[src/rtl/led_seq_pkg.sv]
// Shared constants and types for the LED pattern sequencer.
package led_seq_pkg;

  localparam int PERIOD_W = 24;
  localparam int IDX_W    = 3;
  localparam int LEN_W    = 3;

  localparam logic [7:0] OFF_CTRL   = 8'h00;
  localparam logic [7:0] OFF_PERIOD = 8'h04;
  localparam logic [7:0] OFF_STATUS = 8'h08;
  localparam logic [7:0] OFF_EVENTS = 8'h0C;
  localparam logic [7:0] OFF_PAT0   = 8'h20;

  typedef enum logic [1:0] {
    ST_IDLE  = 2'd0,
    ST_RUN   = 2'd1,
    ST_PAUSE = 2'd2
  } state_t;

  // One step forward through the active part of the table, wrapping after LEN entries.
  function automatic logic [IDX_W-1:0] next_index(input logic [IDX_W-1:0] idx,
                                                  input logic [LEN_W-1:0] len_m1);
    return (idx == len_m1) ? '0 : idx + 1'b1;
  endfunction

endpackage

[src/rtl/button_debounce.sv]
// Button conditioning: 2-flop synchronizer, optional stability filter
// (enabled by LED_SEQ_DEBOUNCE_EN) and a one-cycle rising-edge press pulse.
module button_debounce
  import led_seq_pkg::*;
#(
  parameter int DEBOUNCE_CYCLES = 16
) (
  input  logic clk,
  input  logic rst_n,
  input  logic raw,
  output logic level,
  output logic press
);

  logic sync_p0, sync_p1, level_d;

  // Two-flop synchronizer for the asynchronous pad input.
  always_ff @(posedge clk or negedge rst_n) begin
    if (!rst_n) begin
      sync_p0 <= 1'b0;
      sync_p1 <= 1'b0;
    end else begin
      sync_p0 <= raw;
      sync_p1 <= sync_p0;
    end
  end

`ifdef LED_SEQ_DEBOUNCE_EN
  localparam int CNT_W = $clog2(DEBOUNCE_CYCLES + 1);
  logic [CNT_W-1:0] cnt;
  logic             filt;

  // Accept a new level only after it has differed from the filtered level for DEBOUNCE_CYCLES cycles.
  always_ff @(posedge clk or negedge rst_n) begin
    if (!rst_n) begin
      cnt  <= '0;
      filt <= 1'b0;
    end else if (sync_p1 == filt) begin
      cnt <= '0;
    end else if (cnt == CNT_W'(DEBOUNCE_CYCLES - 1)) begin
      filt <= sync_p1;
      cnt  <= '0;
    end else begin
      cnt <= cnt + 1'b1;
    end
  end

  assign level = filt;
`else
  assign level = sync_p1;
`endif

  // Previous filtered level for edge detection.
  always_ff @(posedge clk or negedge rst_n) begin
    if (!rst_n) level_d <= 1'b0;
    else        level_d <= level;
  end

  assign press = level & ~level_d;

endmodule

[src/rtl/led_seq_ctrl.sv]
// Wishbone-configured 8-entry LED pattern sequencer with run/pause,
// single-step and rewind buttons. Define LED_SEQ_DEBOUNCE_EN to add the
// button stability filter.
module led_seq_ctrl
  import led_seq_pkg::*;
#(
  parameter logic [31:0] BASE_ADDR       = 32'h3000_0000,
  parameter int          DEBOUNCE_CYCLES = 16
) (
  input  logic        wb_clk_i,
  input  logic        resetb,
  input  logic        wbs_cyc_i,
  input  logic        wbs_stb_i,
  input  logic        wbs_we_i,
  input  logic [3:0]  wbs_sel_i,
  input  logic [31:0] wbs_adr_i,
  input  logic [31:0] wbs_dat_i,
  output logic        wbs_ack_o,
  output logic [31:0] wbs_dat_o,
  input  logic [2:0]  buttons,
  output logic [7:0]  leds,
  output logic [7:0]  leds_oeb
);

  logic [2:0]          lvl, prs;
  logic                en;
  logic [LEN_W-1:0]    len_m1;
  logic [PERIOD_W-1:0] period, period_m1, timer;
  logic [7:0]          pat [8];
  logic [2:0]          events, ev_clr;
  state_t              state;
  logic [IDX_W-1:0]    index;
  logic                req, hit, wr;
  logic [7:0]          reg_off;
  logic                pat_hit;
  logic [31:0]         rdata;
  logic                unused_ok;

  for (genvar g = 0; g < 3; g++) begin : g_btn
    button_debounce #(.DEBOUNCE_CYCLES(DEBOUNCE_CYCLES)) u_btn (
      .clk   (wb_clk_i),
      .rst_n (resetb),
      .raw   (buttons[g]),
      .level (lvl[g]),
      .press (prs[g])
    );
  end

  assign leds_oeb  = 8'h00;
  assign req       = wbs_cyc_i & wbs_stb_i & ~wbs_ack_o;
  assign hit       = (wbs_adr_i[31:8] == BASE_ADDR[31:8]);
  assign wr        = req & wbs_we_i & hit;
  assign reg_off   = {wbs_adr_i[7:2], 2'b00};
  assign pat_hit   = (reg_off[7:5] == OFF_PAT0[7:5]);
  assign period_m1 = (period == '0) ? '0 : period - 1'b1;
  assign ev_clr    = (wr && reg_off == OFF_EVENTS && wbs_sel_i[0]) ? wbs_dat_i[2:0] : 3'b000;
  assign unused_ok = ^{wbs_adr_i[1:0], wbs_dat_i[31:24], wbs_sel_i[3]};

  // Read mux; unmapped offsets and foreign addresses read as zero.
  always_comb begin
    rdata = '0;
    if (hit) begin
      if (pat_hit) begin
        rdata = {24'h0, pat[reg_off[4:2]]};
      end else begin
        case (reg_off)
          OFF_CTRL:   rdata = {25'h0, len_m1, 3'b000, en};
          OFF_PERIOD: rdata = {8'h0, period};
          OFF_STATUS: rdata = {13'h0, events, 5'h0, lvl, 2'b00, state, 1'b0, index};
          OFF_EVENTS: rdata = {29'h0, events};
          default:    rdata = '0;
        endcase
      end
    end
  end

  // Single-cycle acknowledge with registered read data.
  always_ff @(posedge wb_clk_i or negedge resetb) begin
    if (!resetb) begin
      wbs_ack_o <= 1'b0;
      wbs_dat_o <= '0;
    end else begin
      wbs_ack_o <= req;
      wbs_dat_o <= (req && !wbs_we_i) ? rdata : '0;
    end
  end

  // Configuration registers, byte-lane writes on the acknowledging edge.
  always_ff @(posedge wb_clk_i or negedge resetb) begin
    if (!resetb) begin
      en     <= 1'b0;
      len_m1 <= '0;
      period <= '0;
      for (int i = 0; i < 8; i++) pat[i] <= '0;
    end else if (wr) begin
      if (reg_off == OFF_CTRL && wbs_sel_i[0]) begin
        en     <= wbs_dat_i[0];
        len_m1 <= wbs_dat_i[6:4];
      end
      if (reg_off == OFF_PERIOD) begin
        for (int b = 0; b < 3; b++)
          if (wbs_sel_i[b]) period[b*8 +: 8] <= wbs_dat_i[b*8 +: 8];
      end
      if (pat_hit && wbs_sel_i[0]) pat[reg_off[4:2]] <= wbs_dat_i[7:0];
    end
  end

  // Sticky press flags; a new press wins over a simultaneous clear.
  always_ff @(posedge wb_clk_i or negedge resetb) begin
    if (!resetb) events <= '0;
    else         events <= (events & ~ev_clr) | prs;
  end

  // Sequencer FSM: EN off > rewind > out-of-range fixup > step > run/pause toggle.
  always_ff @(posedge wb_clk_i or negedge resetb) begin
    if (!resetb) begin
      state <= ST_IDLE;
      index <= '0;
      timer <= '0;
    end else if (!en) begin
      state <= ST_IDLE;
      index <= '0;
      timer <= '0;
    end else begin
      case (state)
        ST_RUN: begin
          if (prs[2]) begin
            index <= '0;
            timer <= '0;
          end else if (index > len_m1) begin
            index <= '0;
          end else if (timer == period_m1) begin
            index <= next_index(index, len_m1);
            timer <= '0;
          end else if (prs[0]) begin
            state <= ST_PAUSE;
          end else begin
            timer <= timer + 1'b1;
          end
        end
        ST_PAUSE: begin
          if (prs[2]) begin
            index <= '0;
            timer <= '0;
          end else if (index > len_m1) begin
            index <= '0;
          end else if (prs[1]) begin
            index <= next_index(index, len_m1);
          end else if (prs[0]) begin
            state <= ST_RUN;
          end
        end
        default: begin
          state <= ST_RUN;
          index <= '0;
          timer <= '0;
        end
      endcase
    end
  end

  // LED output register, one cycle behind the index.
  always_ff @(posedge wb_clk_i or negedge resetb) begin
    if (!resetb)                leds <= '0;
    else if (state == ST_IDLE)  leds <= '0;
    else                        leds <= pat[index];
  end

endmodule
[config.mk]
export PLATFORM = sky130hd
export DESIGN_NAME = led_seq_ctrl
export DESIGN_NICKNAME = d
export VERILOG_FILES = /design/src/rtl/led_seq_pkg.sv /design/src/rtl/button_debounce.sv /design/src/rtl/led_seq_ctrl.sv
export SDC_FILE = /design/constraint.sdc
export NUM_CORES = 1
export LEC_CHECK = 0
export BUFFER_PORTS_ARGS = -buffer_cell sky130_fd_sc_hd__buf_4
export CAP_MARGIN = 30
export CORE_ASPECT_RATIO = 1.25
export CORE_MARGIN = 4
export CORE_UTILIZATION = 30
export CTS_CLUSTER_SIZE = 10
export DETAILED_ROUTE_END_ITERATION = 8
export SLEW_MARGIN = 20
export SYNTH_ARGS = -nofsm -noshare
export SYNTH_HDL_FRONTEND = slang
export SYNTH_SLANG_ARGS = --single-unit
[constraint.sdc]
create_clock -name wb_clk_i -period 5.3 [get_ports wb_clk_i]
set_clock_uncertainty 0.05 [all_clocks]
set_input_delay 1.06 -clock wb_clk_i [delete_from_list [all_inputs] [get_ports wb_clk_i]]
set_output_delay 1.06 -clock wb_clk_i [all_outputs]
set_load 0.02 [all_outputs]
* Yosys cells after proc, flatten, opt, wreduce, memory -nomap -nowiden
Index checks and enable logic that the tools add are counted.
** Storage, ports and cells
- Output and inout port bits :: 49
- Input bits :: 76
- Logic and storage cells :: 134
- Bits in registers :: 174
** Cells by class
- Reduce and logical (&&, ||, !) cells :: 18
- Eq/ne operators :: 22
- Magnitude comparators :: 4
- Add/subtract/negate cells :: 3
- Bitwise logic cells :: 16
- Mux-type cells :: 42
** Operators by type and width (number)
- 24-bit 2-to-1 mux :: 7
- 32-bit 2-to-1 mux :: 3
- 24-bit case mux with 4 select lines :: 1
- 64-bit bitwise mux :: 1
- 8-bit binary-select mux with 3-bit select :: 2
- 8-bit 2-to-1 mux :: 6
- 24-bit case mux with 2 select lines :: 1
- 3-bit 2-to-1 mux :: 9
- 24-bit by 1-bit adder with 24-bit output (second input constant) :: 1
- 8-bit demux with 3-bit select :: 1
- 24-bit by 22-bit equality test with 1-bit output (second input constant) :: 1
- 24-bit equality test :: 1
- 24-bit logical NOT :: 1
- 24-bit by 1-bit subtractor with 24-bit output (second input constant) :: 1
- 2-bit 2-to-1 mux :: 9
- 3-bit != test (second input constant) :: 6
- 6-bit by 2-bit equality test with 1-bit output (second input constant) :: 2
- 3-bit AND reduction :: 4
- 5-bit by 4-bit != test with 1-bit output (second input constant) :: 2
- 3-bit by 2-bit != test with 1-bit output (second input constant) :: 3
- 4-bit greater-or-equal comparator (second input constant) :: 2
- 8-bit logical NOT :: 1
- 3-bit inverter with 4-bit output :: 2
- 8-bit AND reduction :: 1
- other kinds (21) :: 37

* Logic depth before layout (Yosys ltp)
Gate-level depths: netlist of run 1.
- Depth in word-level cells :: 10
- Depth in mapped cells :: 16
- Gate-level depth less buffers :: 12

* Hierarchy
Synthesis of run 1 repeated with hierarchy kept, for this count alone.
** Second synthesis, totals
- Cell total of the unflattened synthesis :: 895
- Area, all modules :: 9495.4 um2
** By module, submodules not included
- led_seq_ctrl :: area an instance 9228.9 um2, cells an instance 883, instances 1, sequential area each 3928.8 um2
- button_debounce :: area an instance 88.8 um2, cells an instance 4, instances 3, sequential area each 75.1 um2

* Worst setup path before layout of run 1
No wires, ideal clock.
- Path kind :: register to register
- From :: register period[6]
- To :: register timer[17]
- Arrival :: 3.727 ns
- Required time :: 5.163 ns
- Setup slack :: 1.436 ns
- Period minus slack after synthesis :: 3.864 ns
- Cell stages (with the launch flop) :: 15
- Buffers on the path :: 4
- Library setup time :: 0.087 ns
- Path through :: dfrtp_1 buf_6 or4_4 buf_6 or4_1 buf_2 or3_1 nand2_1 mux2_2 o211ai_1 nor3_4 a21oi_2 clkbuf_1 nand4_1 o211ai_1
** On the way
- Word-level cells in the longest chain between the ends :: 8
- Elaborated cells between the ends (all ways) :: 11
- Classes of those cells :: add/sub: 1; eq/ne: 2; mux: 6; reduce/logical: 2
** Ends and longest elaborated chain
- start: declaration :: line led_seq_ctrl.sv:28 : logic [PERIOD_W-1:0] period, period_m1, timer;
- start signal: indexed assignment :: line led_seq_ctrl.sv:102 : if (wbs_sel_i[b]) period[b*8 +: 8] <= wbs_dat_i[b*8 +: 8];
- 24-bit by 1-bit subtractor with 24-bit output or 24-bit logical NOT (tied branches) :: line led_seq_ctrl.sv:55 : assign period_m1 = (period == '0) ? '0 : period - 1'b1;
- 24-bit 2-to-1 mux * :: line led_seq_ctrl.sv:55
- 24-bit equality test * :: line led_seq_ctrl.sv:132 : end else if (timer == period_m1) begin
- 24-bit 2-to-1 mux :: line led_seq_ctrl.sv:132
- 24-bit 2-to-1 mux :: line led_seq_ctrl.sv:130 : end else if (index > len_m1) begin
- 24-bit 2-to-1 mux :: line led_seq_ctrl.sv:127 : if (prs[2]) begin
- 24-bit case mux with 2 select lines :: line led_seq_ctrl.sv:125 : case (state)
- 24-bit 2-to-1 mux :: line led_seq_ctrl.sv:120 : end else if (!en) begin
- end signal: assignment :: line led_seq_ctrl.sv:138 : timer <= timer + 1'b1;
- end: declaration :: line led_seq_ctrl.sv:28
Mark *: on every way between the ends. The rest lies on a longest branch, timed or not. The select of a mux whose other input is x is not followed.
A chain may end at the register's enable or synchronous reset.

* Final worst setup path of run 1
- From :: register period[3]
- To :: register timer[9]
The elaborated chain is that of the path after synthesis.

==> metrics.md, run 1 <==
| Metric | Value |
|---|---|
| Post-synth cell types | `69` |
| Number of antenna violations at the first check in global routing | `0` |
| Final critical-path setup slack | `0.913 ns` |
| Die boundary height | `206 um` |
| Dpl cell area | `10500 um^2` |
| Clock H-tree levels | `4` |
| Area taken by flip-flops and latches | `4150 um^2` |
| Multi-input gate area in the final layout | `4820 um^2` |
| Total power density per cell area | `246 nW/um^2` |
| Headroom to the max-slew limit | `0.296` |
| Worst Setup Start Kind | `flip-flop` |
| Yosys Warn Count | `0` |
| Synth area leaders | `sky130_fd_sc_hd__dfrtp_1, sky130_fd_sc_hd__mux2_2, sky130_fd_sc_hd__mux4_2, sky130_fd_sc_hd__nand2_1, sky130_fd_sc_hd__nor2_1` |
| Post-Synthesis Cell Area | `9430 um^2` |
| # resized after CTS | `0` |
| CP required | `5.54 ns` |
| Number of I/O pins | `125` |
| DP Cell Count | `1377` |
| Worst R2R Path Depth | `11` |
| Number of remaining DRC errors | `0` |
| Number of register bits inferred by synthesis | `166` |
| IO Port Bufs | `97` |
| Worst min-delay path endpoint | `g_btn[1].u_btn.level$_DFF_PN0_` |
| Max-cap viol count | `0` |
| Number of nets still failing antenna checks after routing | `0` |
| Post-Synthesis Mean Instance Area | `10.3 um^2` |
| First-pass GRT wire length | `41.6 mm` |
| Via/cell ratio | `5.36` |
| Share of synthesized registers carrying an async set or reset | `1.00` |
| DRT iter0 DRCs | `412` |
| Launch instance of the worst min-delay path | `g_btn[1].u_btn.sync_p0$_DFF_PN0_` |
| Total overflow reported by the global router | `0` |
| Diodes inserted | `0` |
| Post-CTS Setup Inserts | `0` |
| Clk Latency, worst-skew pair | `0.44 ns` |
| Run status | `finished clean` |
| Overall routed net length | `26.7 mm` |
| Library cell occupying the most area in the post-synthesis netlist | `sky130_fd_sc_hd__dfrtp_1` |
| Time the final worst path needs with I/O delays and setup | `4.39 ns` |
| Final routed wire length divided by cell count | `18.9 um` |
| Starting Density | `0.304` |
| Area added between synthesis and finish | `17.6%` |
| Post-place setup slack | `0.955 ns` |
| Lkg Pwr | `5.03 nW` |
| Total number of vias | `7550` |
| Type of destination of the critical path | `flip-flop` |
| Bufs on Longest Clock Path | `2` |
| Post-synth top flop | `sky130_fd_sc_hd__dfrtp_1` |
| Num CTS Buffers | `17` |
| Critical Path Fanout Max | `21` |
| Fill cell total of the finished layout | `3146` |
| Critical Path AT | `4.63 ns` |
| CTS clk-pin slew, worst paths | `0.07 ns` |
| Number of sinks driven by the clock tree | `166` |
| Fmax | `0.228 GHz` |
| Std-Cell Core Area | `31000 um^2` |
| Total track usage | `0.153` |
| Portion of the post-synthesis area used by sequential elements | `0.441` |
| Hold WC Path Type | `reg2reg` |
| Pin count of the biggest net entering global routing | `78` |
| TritonCTS clock tree | `yes` |
| Final number of max-transition violations | `0` |
| Post-Syn Instances | `913` |
| Setup repair after global routing missed its margin | `false` |
| Total Power | `2.73 mW` |
| Endpoint of the lowest-slack register-to-register path | `timer[9]$_DFFE_PN0P_` |
| Share of final-layout standard cells stronger than drive strength 1 | `0.277` |
| Hold Violations, Final | `0` |
| Number of iterations in the first detailed-routing pass | `5` |
| CP Class | `reg2reg` |
| Sum of net half-perimeters after detailed placement | `19.0 mm` |
| Final-layout setup total negative slack | `0 ns` |
| Non-Filler Instances | `1409` |
| Critical path origin | `period[3]$_DFFE_PN0P_` |
| Die footprint | `34300 um^2` |
| Worst hold margin | `0.305 ns` |
| Number of hold buffers added after cts | `0` |
| Final worst-path cycle share | `0.828` |
| Chip width | `167 um` |
| Share of the synthesized area in the top cell type | `0.441` |
| Area of all placed cells without fillers | `11100 um^2` |
| Reg2reg start | `period[3]$_DFFE_PN0P_` |
| Count of standard-cell rows | `72` |
| Actual slew at the worst max-slew pin | `1.05 ns` |
| Net total in the final layout | `1074` |
| Weighted congestion reported at the end of routability-driven placement | `0.884` |
| Cell count of the worst hold path | `0` |
| R2r setup slk | `0.91 ns` |
| Cell at the root of the clock tree | `sky130_fd_sc_hd__clkbuf_16` |
| Maximum vdd drop | `0.000215 V` |
| Number of flops mapped to enable cells by yosys | `0` |
| Post-route core utilization | `0.358` |
| Vias in the first global route | `7553` |
| Number of setup violations in the final report | `0` |
[worst max-delay path, stage by stage (launching register included)]
cell	delay (ns)
sky130_fd_sc_hd__dfrtp_1	0.50
sky130_fd_sc_hd__or4_1	0.70
sky130_fd_sc_hd__or4_1	0.73
sky130_fd_sc_hd__nor4_1	0.36
sky130_fd_sc_hd__xnor2_1	0.24
sky130_fd_sc_hd__or4b_1	0.46
sky130_fd_sc_hd__o311ai_0	0.12
sky130_fd_sc_hd__o2111a_1	0.38
sky130_fd_sc_hd__a21oi_1	0.14
sky130_fd_sc_hd__o21ai_1	0.13
sky130_fd_sc_hd__buf_4	0.27
sky130_fd_sc_hd__o221ai_1	0.15
[cells in the final DEF (no fill, tap or decap), drive strengths merged, types with 21 or more instances in the layout]
cell type / count
mux4: 21
inv: 49
nand2: 72
o21ai: 23
nor3: 24
nor2: 67
a21oi: 37
nor4: 22
mux2: 97
nand4: 21
buf: 111
dfrtp: 166
nand3: 31
[where the power goes]
group / switching, mW / internal, mW
registers: 0.00209 / 1.27
clock network: 0.584 / 0.732
logic: 0.0900 / 0.0493
[layout make-up]
type / count / area share
well taps: 407 / 0.0459
multi-input cells: 653 / 0.435
inverters: 40 / 0.0135
clock inverters: 14 / 0.0159
repair buffers: 111 / 0.0755
flip-flops and latches: 166 / 0.375
clock buffers: 18 / 0.0396
[cells in the mapped netlist, drive strengths merged (5+ instances only)]
| master | instances |
|---|---|
| a211oi | 8 |
| inv | 39 |
| or3 | 17 |
| and2 | 12 |
| nand3 | 31 |
| nand4 | 21 |
| nand2b | 10 |
| dfrtp | 166 |
| or2 | 6 |
| o21ai | 23 |
| xnor2 | 19 |
| a21oi | 37 |
| a22oi | 7 |
| ha | 9 |
| nor4 | 22 |
| o211ai | 7 |
| o221ai | 17 |
| nand3b | 5 |
| and3 | 6 |
| nor2b | 13 |
| mux4 | 21 |
| nor2 | 67 |
| xor2 | 9 |
| mux2i | 16 |
| nand2 | 72 |
| o22ai | 9 |
| buf | 34 |
| mux2 | 97 |
| clkbuf | 35 |
| nor3 | 24 |
| or4 | 13 |
[cell families after synthesis]
kind of cell	share of synthesized area
other	0.000398
muxes	0.183
buffers and inverters	0.0541
and+or+nand+nor	0.183
DFF	0.441
xor gates and xnor gates	0.0284
AOI/OAI and AO/OA	0.0986
adders and majority gates	0.0119
[how the worst max path moves through the flow]
stage | end | cells past startpoint | slack [ns]
after floorplan | timer[17]$_DFFE_PN0P_ | 14 | 1.44
after global placement | timer[19]$_DFFE_PN0P_ | 11 | 1.0
after detailed placement | timer[9]$_DFFE_PN0P_ | 11 | 0.96
after CTS | timer[9]$_DFFE_PN0P_ | 11 | 0.94
after global routing | timer[9]$_DFFE_PN0P_ | 11 | 0.62
final | timer[9]$_DFFE_PN0P_ | 11 | 0.91
[layer usage]
layer / routed length (um) / GRT usage / share of wire
met1: 11000 / 0.184 / 0.41
met2: 13500 / 0.268 / 0.51
met3: 1430 / 0.0344 / 0.053
met4: 755 / 0.0564 / 0.028
met5: 0 / 0 / 0
[registers in the layout, summed over array words and instances (netlist names), 8 cells and up]
| register | count |
|---|---|
| wbs_dat_o | 24 |
| timer | 24 |
| pat | 64 |
| period | 24 |
| leds | 8 |
No activity file was read; power rests on OpenSTA's default activity.
==> run 2: changes to the inputs <==
ABC_AREA = 1   (was not set)
clock period = 3.57 ns   (was 5.3 ns; I/O delays follow)
==> run 2 against run 1 <==
Net effect: synthesized cell count is 40% higher; sequential share of layout area is 0.26 points lower; register-to-register slack worse by 0.55 ns; utilization is 0.36 points higher; fmax is 37% higher; flip-flop and latch count stayed put; synthesized area is 0.54% lower; via count is 21% higher; sequential power is 49% higher; die area is 0.52% lower; final cell count is 28% higher; largest cell class unchanged; largest power group is now sequential cells; highest routed layer is now met5.
==> metrics.md, run 2 <==
| Metric | Value |
|---|---|
| Hold Violations, Final | `0 (unchanged)` |
| Total track usage | `0.175 (was 0.153)` |
| CP required | `3.90 ns (was 5.54 ns)` |
| Post-synth cell types | `46 (was 69)` |
| Critical Path AT | `3.54 ns (was 4.63 ns)` |
| Worst Setup Start Kind | `flip-flop (unchanged)` |
| Clk Latency, worst-skew pair | `0.44 ns (about the same)` |
| Final-layout setup total negative slack | `0 ns (unchanged)` |
| # resized after CTS | `0 (unchanged)` |
| Overall routed net length | `29.9 mm (was 26.7 mm)` |
| Pin count of the biggest net entering global routing | `59 (was 78)` |
| Stages on worst setup path | `18 (was 11)` |
| Register name with the most flops | `pat (unchanged)` |
| Dpl cell area | `10600 um^2 (was 10500 um^2)` |
| CTS clk-pin slew, worst paths | `0.08 ns (was 0.07 ns)` |
| Endpoint of the lowest-slack register-to-register path | `timer[23]$_DFFE_PN0P_ (was timer[9]$_DFFE_PN0P_)` |
| Post-CTS Setup Inserts | `0 (unchanged)` |
| Critical path origin | `period[1]$_DFFE_PN0P_ (was period[3]$_DFFE_PN0P_)` |
| Area of all placed cells without fillers | `11200 um^2 (was 11100 um^2)` |
| Clock H-tree levels | `4 (unchanged)` |
| Total number of vias | `9148 (was 7550)` |
| Critical Path Most Common Cell | `sky130_fd_sc_hd__nand2_1 (was sky130_fd_sc_hd__or4_1)` |
| Portion of the post-synthesis area used by sequential elements | `0.443 (was 0.441)` |
| Critical path's largest stage delay | `0.42 ns (was 0.73 ns)` |
| Worst R2R Path Depth | `18 (was 11)` |
| Total power density per cell area | `354 nW/um^2 (was 246 nW/um^2)` |
| Crit-path leading delay family | `simple AND/OR/NAND/NOR gates (unchanged)` |
| Post-Synthesis Mean Instance Area | `7.33 um^2 (was 10.3 um^2)` |
| Number of remaining DRC errors | `0 (unchanged)` |
| Commonest cells after routing, fill and taps aside | `sky130_fd_sc_hd__nand2_1, sky130_fd_sc_hd__dfrtp_1, sky130_fd_sc_hd__nor2_1 (was sky130_fd_sc_hd__dfrtp_1, sky130_fd_sc_hd__buf_4, sky130_fd_sc_hd__mux2_2)` |
| Bufs and invs on worst path | `1 (unchanged)` |
| Number of flops mapped to enable cells by yosys | `0 (unchanged)` |
| Run status | `finished clean (unchanged)` |
| Net total in the final layout | `1462 (was 1074)` |
| Number of I/O pins | `125 (unchanged)` |
| Commonest cells post-synth | `sky130_fd_sc_hd__nand2_1, sky130_fd_sc_hd__dfrtp_1, sky130_fd_sc_hd__nor2_1 (was sky130_fd_sc_hd__dfrtp_1, sky130_fd_sc_hd__mux2_2, sky130_fd_sc_hd__nand2_1)` |
| Diodes inserted | `0 (unchanged)` |
| Number of setup violations in the final report | `0 (unchanged)` |
| End point of the critical path | `timer[23]$_DFFE_PN0P_ (was timer[9]$_DFFE_PN0P_)` |
| Lkg Pwr | `5.27 nW (was 5.03 nW)` |
| Critical Path Fanout Max | `46 (was 21)` |
| Number of register bits inferred by synthesis | `166 (unchanged)` |
| Hold WC Path Type | `in2async (was reg2reg)` |
| Num CTS Buffers | `17 (unchanged)` |
| Reg2reg start | `period[1]$_DFFE_PN0P_ (was period[3]$_DFFE_PN0P_)` |
| Post-Syn Instances | `1280 (was 913)` |
| Starting Density | `0.303 (was 0.304)` |
| Cell with the most instances after synthesis | `sky130_fd_sc_hd__nand2_1 (was sky130_fd_sc_hd__dfrtp_1)` |
| Via/cell ratio | `5.09 (was 5.36)` |
| Actual slew at the worst max-slew pin | `0.654 ns (was 1.05 ns)` |
| Final routed wire length divided by cell count | `16.7 um (was 18.9 um)` |
| Number of antenna violations at the first check in global routing | `1 (was 0)` |
| Number of sinks driven by the clock tree | `166 (unchanged)` |
| Slowest cell on the critical path | `sky130_fd_sc_hd__nand3_4 (was sky130_fd_sc_hd__or4_1)` |
| DRT iter0 DRCs | `677 (was 412)` |
| Post-synth top flop | `sky130_fd_sc_hd__dfrtp_1 (unchanged)` |
| Library cell occupying the most area in the post-synthesis netlist | `sky130_fd_sc_hd__dfrtp_1 (unchanged)` |
| Final number of max-transition violations | `0 (unchanged)` |
| Fmax | `0.312 GHz (was 0.228 GHz)` |
| Std-Cell Core Area | `30900 um^2 (was 31000 um^2)` |
| Weighted congestion reported at the end of routability-driven placement | `0.912 (was 0.884)` |
| Max-cap viol count | `0 (unchanged)` |
| Share of final-layout standard cells stronger than drive strength 1 | `0.124 (was 0.277)` |
| Synth area leaders | `sky130_fd_sc_hd__dfrtp_1, sky130_fd_sc_hd__nand2_1, sky130_fd_sc_hd__o21ai_0, sky130_fd_sc_hd__nor2_1, sky130_fd_sc_hd__inv_1 (was sky130_fd_sc_hd__dfrtp_1, sky130_fd_sc_hd__mux2_2, sky130_fd_sc_hd__mux4_2, sky130_fd_sc_hd__nand2_1, sky130_fd_sc_hd__nor2_1)` |
| Die boundary height | `206 um (about the same)` |
| Time the final worst path needs with I/O delays and setup | `3.21 ns (was 4.39 ns)` |
| Maximum vdd drop | `0.000293 V (was 0.000215 V)` |
| Most common cell after layout, fill and taps aside | `sky130_fd_sc_hd__nand2_1 (was sky130_fd_sc_hd__dfrtp_1)` |
| Final worst-path cycle share | `0.899 (was 0.828)` |
| TritonCTS clock tree | `yes (unchanged)` |
| Share of the synthesized area in the top cell type | `0.443 (was 0.441)` |
| Critical-path cell list | `inv_1, ha_1, nand2_2, nor2_8, nand3_4, nand3_1, nand2_1, nand2_1, nand2_1, nor2_1, nand2_1, nor2_1, nand2_2, nand3_4, nand2_4, nand2_2, nand2_1, nand2_1 (was or4_1, or4_1, nor4_1, xnor2_1, or4b_1, o311ai_0, o2111a_1, a21oi_1, o21ai_1, buf_4, o221ai_1)` |
| Setup repair after global routing missed its margin | `false (unchanged)` |
| Area added between synthesis and finish | `19.1% (was 17.6%)` |
| First-pass GRT wire length | `47.8 mm (was 41.6 mm)` |
| Yosys Warn Count | `0 (unchanged)` |
| R2r setup slk | `0.36 ns (was 0.91 ns)` |
| Largest register FFs | `64 (unchanged)` |
| Cell at the root of the clock tree | `sky130_fd_sc_hd__clkbuf_16 (unchanged)` |
| Number of iterations in the first detailed-routing pass | `5 (unchanged)` |
| IO Port Bufs | `97 (unchanged)` |
| Sum of net half-perimeters after detailed placement | `21.7 mm (was 19.0 mm)` |
| Die footprint | `34200 um^2 (was 34300 um^2)` |
| Vias in the first global route | `8935 (was 7553)` |
| Chip width | `166 um (was 167 um)` |
| Number of hold buffers added after cts | `0 (unchanged)` |
| Post-Synthesis Cell Area | `9380 um^2 (was 9430 um^2)` |
| Share of synthesized registers carrying an async set or reset | `1.00 (unchanged)` |
| CP Class | `reg2reg (unchanged)` |
| Type of destination of the critical path | `flip-flop (unchanged)` |
| Total overflow reported by the global router | `0 (unchanged)` |
| Number of nets still failing antenna checks after routing | `0 (unchanged)` |
| Bufs on Longest Clock Path | `2 (unchanged)` |
| Worst hold margin | `0.174 ns (was 0.305 ns)` |
| Count of standard-cell rows | `72 (unchanged)` |
| Headroom to the max-slew limit | `0.563 (was 0.296)` |
==> run 2: cell count changes in the layout (fill, tap and decap cells not counted), sizes merged, moves of 16 or more <==
cell	previous run	this run
nand4	21	41
mux4	21	0
mux2i	16	0
or3	17	0
a21oi	37	17
nor2	67	162
nand2	72	332
nor4	22	2
nand3	31	90
inv	49	130
o21ai	23	151
xnor2	19	2
o22ai	9	38
mux2	97	0
==> run 2: layout make-up <==
cell class              instances  area [um^2]
flip-flops and latches        166         4150
clock buffers                  18          439
clock inverters                14          156
multi-input cells             938         4470
inverters                     129          484
fillers                      3287        19700
well taps                     407          509
repair buffers                125          955
==> run 2: worst min-delay path by stage <==
| stage | end | cells past startpoint | start | slack, ns |
|---|---|---|---|---|
| finish | leds[6]$_DFF_PN0_ | 1 | resetb | 0.17 |
| global route | leds[6]$_DFF_PN0_ | 1 | resetb | 0.22 |
| CTS | leds[6]$_DFF_PN0_ | 1 | resetb | 0.20 |
| detailed placement | g_btn[0].u_btn.level$_DFF_PN0_ | 0 | g_btn[0].u_btn.sync_p0$_DFF_PN0_ | 0.29 |
| global placement | g_btn[0].u_btn.level$_DFF_PN0_ | 0 | g_btn[0].u_btn.sync_p0$_DFF_PN0_ | 0.29 |
| floorplan | g_btn[0].u_btn.level$_DFF_PN0_ | 0 | g_btn[0].u_btn.sync_p0$_DFF_PN0_ | 0.28 |
==> run 2: where the power goes <==
part / internal, mW / leakage, nW / switching [mW]
Clock: 0.957 / 0.289 / 0.904
Combinational: 0.0720 / 2.70 / 0.133
Sequential: 1.88 / 2.28 / 0.00316
==> run 2: layer usage <==
metal  share of wire  GRT usage  routed length [um]  vias to the layer above
met3           0.057     0.0294                1720                       70
met5         0.00043          0                  13                        -
met2            0.50      0.310               15000                      345
met4           0.029     0.0687                 879                        2
li1                -          -                   -                     4401
met1            0.41      0.215               12300                     4330
==> run 2: cell families after synthesis <==
kind of cell,synth area share
flops,0.443
other cells,0.000400
simple gates,0.305
buf+inv,0.0862
xor+xnor,0.0159
compound gates,0.137
fa+ha+maj,0.0120
==> run 2: per-stage QoR <==
step                       util  power, mW  instances  setup WS [ns]
final                     0.361       3.95       1797          0.362
after global routing      0.361       4.10       1797        0.00592
after CTS                 0.361       3.99       1797          0.394
after detailed placement  0.342       2.13       1765          0.349
after global placement    0.342       2.13       1765          0.398
after floorplan               -       2.01       1295          0.993
==> run 3: changes to the inputs <==
clock period = 3.1 ns   (was 3.57 ns; I/O delays follow)
==> run 3 against run 2 <==
Net effect: largest power group unchanged; die area stayed put; fmax is 15% higher; count of clock-buffer cells in the layout is 1 lower; combinational power is 15% higher; design area is 0.87% higher; clock power is 13% higher; critical path depth is 1 higher; sequential power is 15% higher; flip-flop and latch count stayed put; power is 14% higher; via count is 0.16% higher; hold slack worse by 0.025 ns.
==> metrics.md, run 3 (synthesized netlist as in run 2, its figures left out) <==
| Metric | Value |
|---|---|
| Run status | `finished clean (unchanged)` |
| CP required | `3.43 ns (was 3.90 ns)` |
| Number of I/O pins | `125 (unchanged)` |
| Max-cap viol count | `0 (unchanged)` |
| R2r setup slk | `0.30 ns (was 0.36 ns)` |
| Total power density per cell area | `400 nW/um^2 (was 354 nW/um^2)` |
| DP Cell Count | `1773 (was 1765)` |
| Headroom to the max-slew limit | `0.541 (was 0.563)` |
| Total number of vias | `9163 (was 9148)` |
| IO Port Bufs | `97 (unchanged)` |
| Most common cell after layout, fill and taps aside | `sky130_fd_sc_hd__nand2_1 (unchanged)` |
| Weighted congestion reported at the end of routability-driven placement | `0.910 (was 0.912)` |
| Die footprint | `34200 um^2 (unchanged)` |
| Net total in the final layout | `1470 (was 1462)` |
| Clock H-tree levels | `4 (unchanged)` |
| Final number of max-transition violations | `0 (unchanged)` |
| Bufs on Longest Clock Path | `2 (unchanged)` |
| Fmax | `0.357 GHz (was 0.312 GHz)` |
| Largest register FFs | `64 (unchanged)` |
| Via/cell ratio | `5.08 (was 5.09)` |
| Final worst-path cycle share | `0.903 (was 0.899)` |
| Critical path's largest stage delay | `0.38 ns (was 0.42 ns)` |
| Number of setup violations in the final report | `0 (unchanged)` |
| Critical Path AT | `3.13 ns (was 3.54 ns)` |
| Hold WC Path Type | `in2async (unchanged)` |
| Bufs and invs on worst path | `2 (was 1)` |
| Chip width | `166 um (unchanged)` |
| TritonCTS clock tree | `yes (unchanged)` |
| First-pass GRT wire length | `47.5 mm (was 47.8 mm)` |
| Time the final worst path needs with I/O delays and setup | `2.80 ns (was 3.21 ns)` |
| Critical Path Fanout Max | `46 (unchanged)` |
| Num CTS Buffers | `17 (unchanged)` |
| Vias in the first global route | `8848 (was 8935)` |
| Clk Latency, worst-skew pair | `0.44 ns (about the same)` |
| Type of destination of the critical path | `flip-flop (unchanged)` |
| Register name with the most flops | `pat (unchanged)` |
| Area added between synthesis and finish | `20.1% (was 19.1%)` |
| Number of antenna violations at the first check in global routing | `0 (was 1)` |
| Diodes inserted | `0 (unchanged)` |
| Total overflow reported by the global router | `0 (unchanged)` |
| Number of nets still failing antenna checks after routing | `0 (unchanged)` |
| Non-Filler Instances | `1805 (was 1797)` |
| Maximum vdd drop | `0.000249 V (was 0.000293 V)` |
| Share of final-layout standard cells stronger than drive strength 1 | `0.131 (was 0.124)` |
| Actual slew at the worst max-slew pin | `0.689 ns (was 0.654 ns)` |
| Die boundary height | `206 um (unchanged)` |
| Setup repair after global routing missed its margin | `false (unchanged)` |
| Count of standard-cell rows | `72 (unchanged)` |
| Overall routed net length | `29.8 mm (was 29.9 mm)` |
| Slowest cell on the critical path | `sky130_fd_sc_hd__dfrtp_1 (was sky130_fd_sc_hd__nand3_4)` |
| Worst Setup Start Kind | `flip-flop (unchanged)` |
| Starting Density | `0.303 (unchanged)` |
| Number of sinks driven by the clock tree | `166 (unchanged)` |
| Hold Violations, Final | `0 (unchanged)` |
| Commonest cells after routing, fill and taps aside | `sky130_fd_sc_hd__nand2_1, sky130_fd_sc_hd__dfrtp_1, sky130_fd_sc_hd__nor2_1 (unchanged)` |
| Crit-path leading delay family | `simple AND/OR/NAND/NOR gates (unchanged)` |
| Number of remaining DRC errors | `0 (unchanged)` |
| Lkg Pwr | `5.31 nW (was 5.27 nW)` |
| Worst hold margin | `0.149 ns (was 0.174 ns)` |
| Sum of net half-perimeters after detailed placement | `21.8 mm (was 21.7 mm)` |
| CTS clk-pin slew, worst paths | `0.07 ns (was 0.08 ns)` |
| Number of iterations in the first detailed-routing pass | `5 (unchanged)` |
| Critical Path Most Common Cell | `sky130_fd_sc_hd__nand2_1 (unchanged)` |
| Total track usage | `0.174 (was 0.175)` |
| Pin count of the biggest net entering global routing | `72 (was 59)` |
| Std-Cell Core Area | `30900 um^2 (unchanged)` |
| CP Class | `reg2reg (unchanged)` |
| Cell at the root of the clock tree | `sky130_fd_sc_hd__clkbuf_16 (unchanged)` |
| DRT iter0 DRCs | `723 (was 677)` |
| Critical-path cell list | `inv_1, ha_2, nand2_2, nor2_8, nand3_4, buf_12, nand2_1, nand2_1, nand2_1, nand2_1, nor2_1, nand2_1, nor2_1, nand2_2, nand3_4, nand2_8, nand2_4, nand2_1, nand2_1 (was inv_1, ha_1, nand2_2, nor2_8, nand3_4, nand3_1, nand2_1, nand2_1, nand2_1, nor2_1, nand2_1, nor2_1, nand2_2, nand3_4, nand2_4, nand2_2, nand2_1, nand2_1)` |
| Final-layout setup total negative slack | `0 ns (unchanged)` |
| Final routed wire length divided by cell count | `16.5 um (was 16.7 um)` |
run 3: path summary, 6_finish.rpt:
check / startpoint / endpoint / cells past startpoint
min in group wb_clk_i: buttons[1] / g_btn[1].u_btn.sync_p0$_DFF_PN0_ / 1
worst max register to register: period[0]$_DFFE_PN0P_ / timer[2]$_DFFE_PN0P_ / 19
worst min-delay path: resetb / pat[55]$_DFFE_PN0P_ / 1
max in group asynchronous: resetb / events[1]$_DFF_PN0_ / 2
worst max-delay path: period[0]$_DFFE_PN0P_ / timer[2]$_DFFE_PN0P_ / 19
worst min register to register: g_btn[0].u_btn.sync_p0$_DFF_PN0_ / g_btn[0].u_btn.level$_DFF_PN0_ / 0
run 3: report_power, final:
part | total [mW] | internal [mW] | switching (mW)
registers | 2.17 | 2.17 | 0.00389
logic | 0.236 | 0.0844 | 0.152
clock network | 2.10 | 1.07 | 1.02
run 3: final cells by class:
cell class	count	area, um^2
well taps	407	509
repair buffers	133	1030
clock buffers	17	425
inverters	129	484
flip-flops and latches	166	4150
clock inverters	15	163
multi-input cells	938	4500
fillers	3273	19600
run 3: stage by stage:
step	setup WS, ns	utilization	area [um^2]	power [mW]
CTS	0.136	0.364	11200	4.55
global placement	0.172	0.345	10600	2.45
finish	0.299	0.365	11300	4.51
global route	0.00977	0.365	11300	4.68
floorplan	0.617	-	9430	2.31
detailed placement	0.144	0.345	10600	2.46
run 3: worst register-to-register path: stages, from the launching register on:
cell and delay [ns]:
sky130_fd_sc_hd__dfrtp_1 0.38, sky130_fd_sc_hd__inv_1 0.16, sky130_fd_sc_hd__ha_2 0.25, sky130_fd_sc_hd__nand2_2 0.14, sky130_fd_sc_hd__nor2_8 0.21, sky130_fd_sc_hd__nand3_4 0.10, sky130_fd_sc_hd__buf_12 0.19, sky130_fd_sc_hd__nand2_1 0.08
sky130_fd_sc_hd__nand2_1 0.04, sky130_fd_sc_hd__nand2_1 0.07, sky130_fd_sc_hd__nand2_1 0.06, sky130_fd_sc_hd__nor2_1 0.17, sky130_fd_sc_hd__nand2_1 0.08, sky130_fd_sc_hd__nor2_1 0.12, sky130_fd_sc_hd__nand2_2 0.12, sky130_fd_sc_hd__nand3_4 0.12
sky130_fd_sc_hd__nand2_8 0.15, sky130_fd_sc_hd__nand2_4 0.14, sky130_fd_sc_hd__nand2_1 0.06, sky130_fd_sc_hd__nand2_1 0.05
run 3: routing by layer:
layer	part of all wire	up-vias	GRT usage
met5	0	-	0
met4	0.031	0	0.0672
met3	0.048	62	0.0294
met2	0.51	318	0.311
met1	0.41	4349	0.210
li1	-	4434	-
run 3: timing repair:
item | 4_1_cts | 5_1_grt
setup endpoints to repair | 0 | 24
buffers inserted | 0 | 0
hold buffers | 0 | 0
resized for setup | 0 | 7
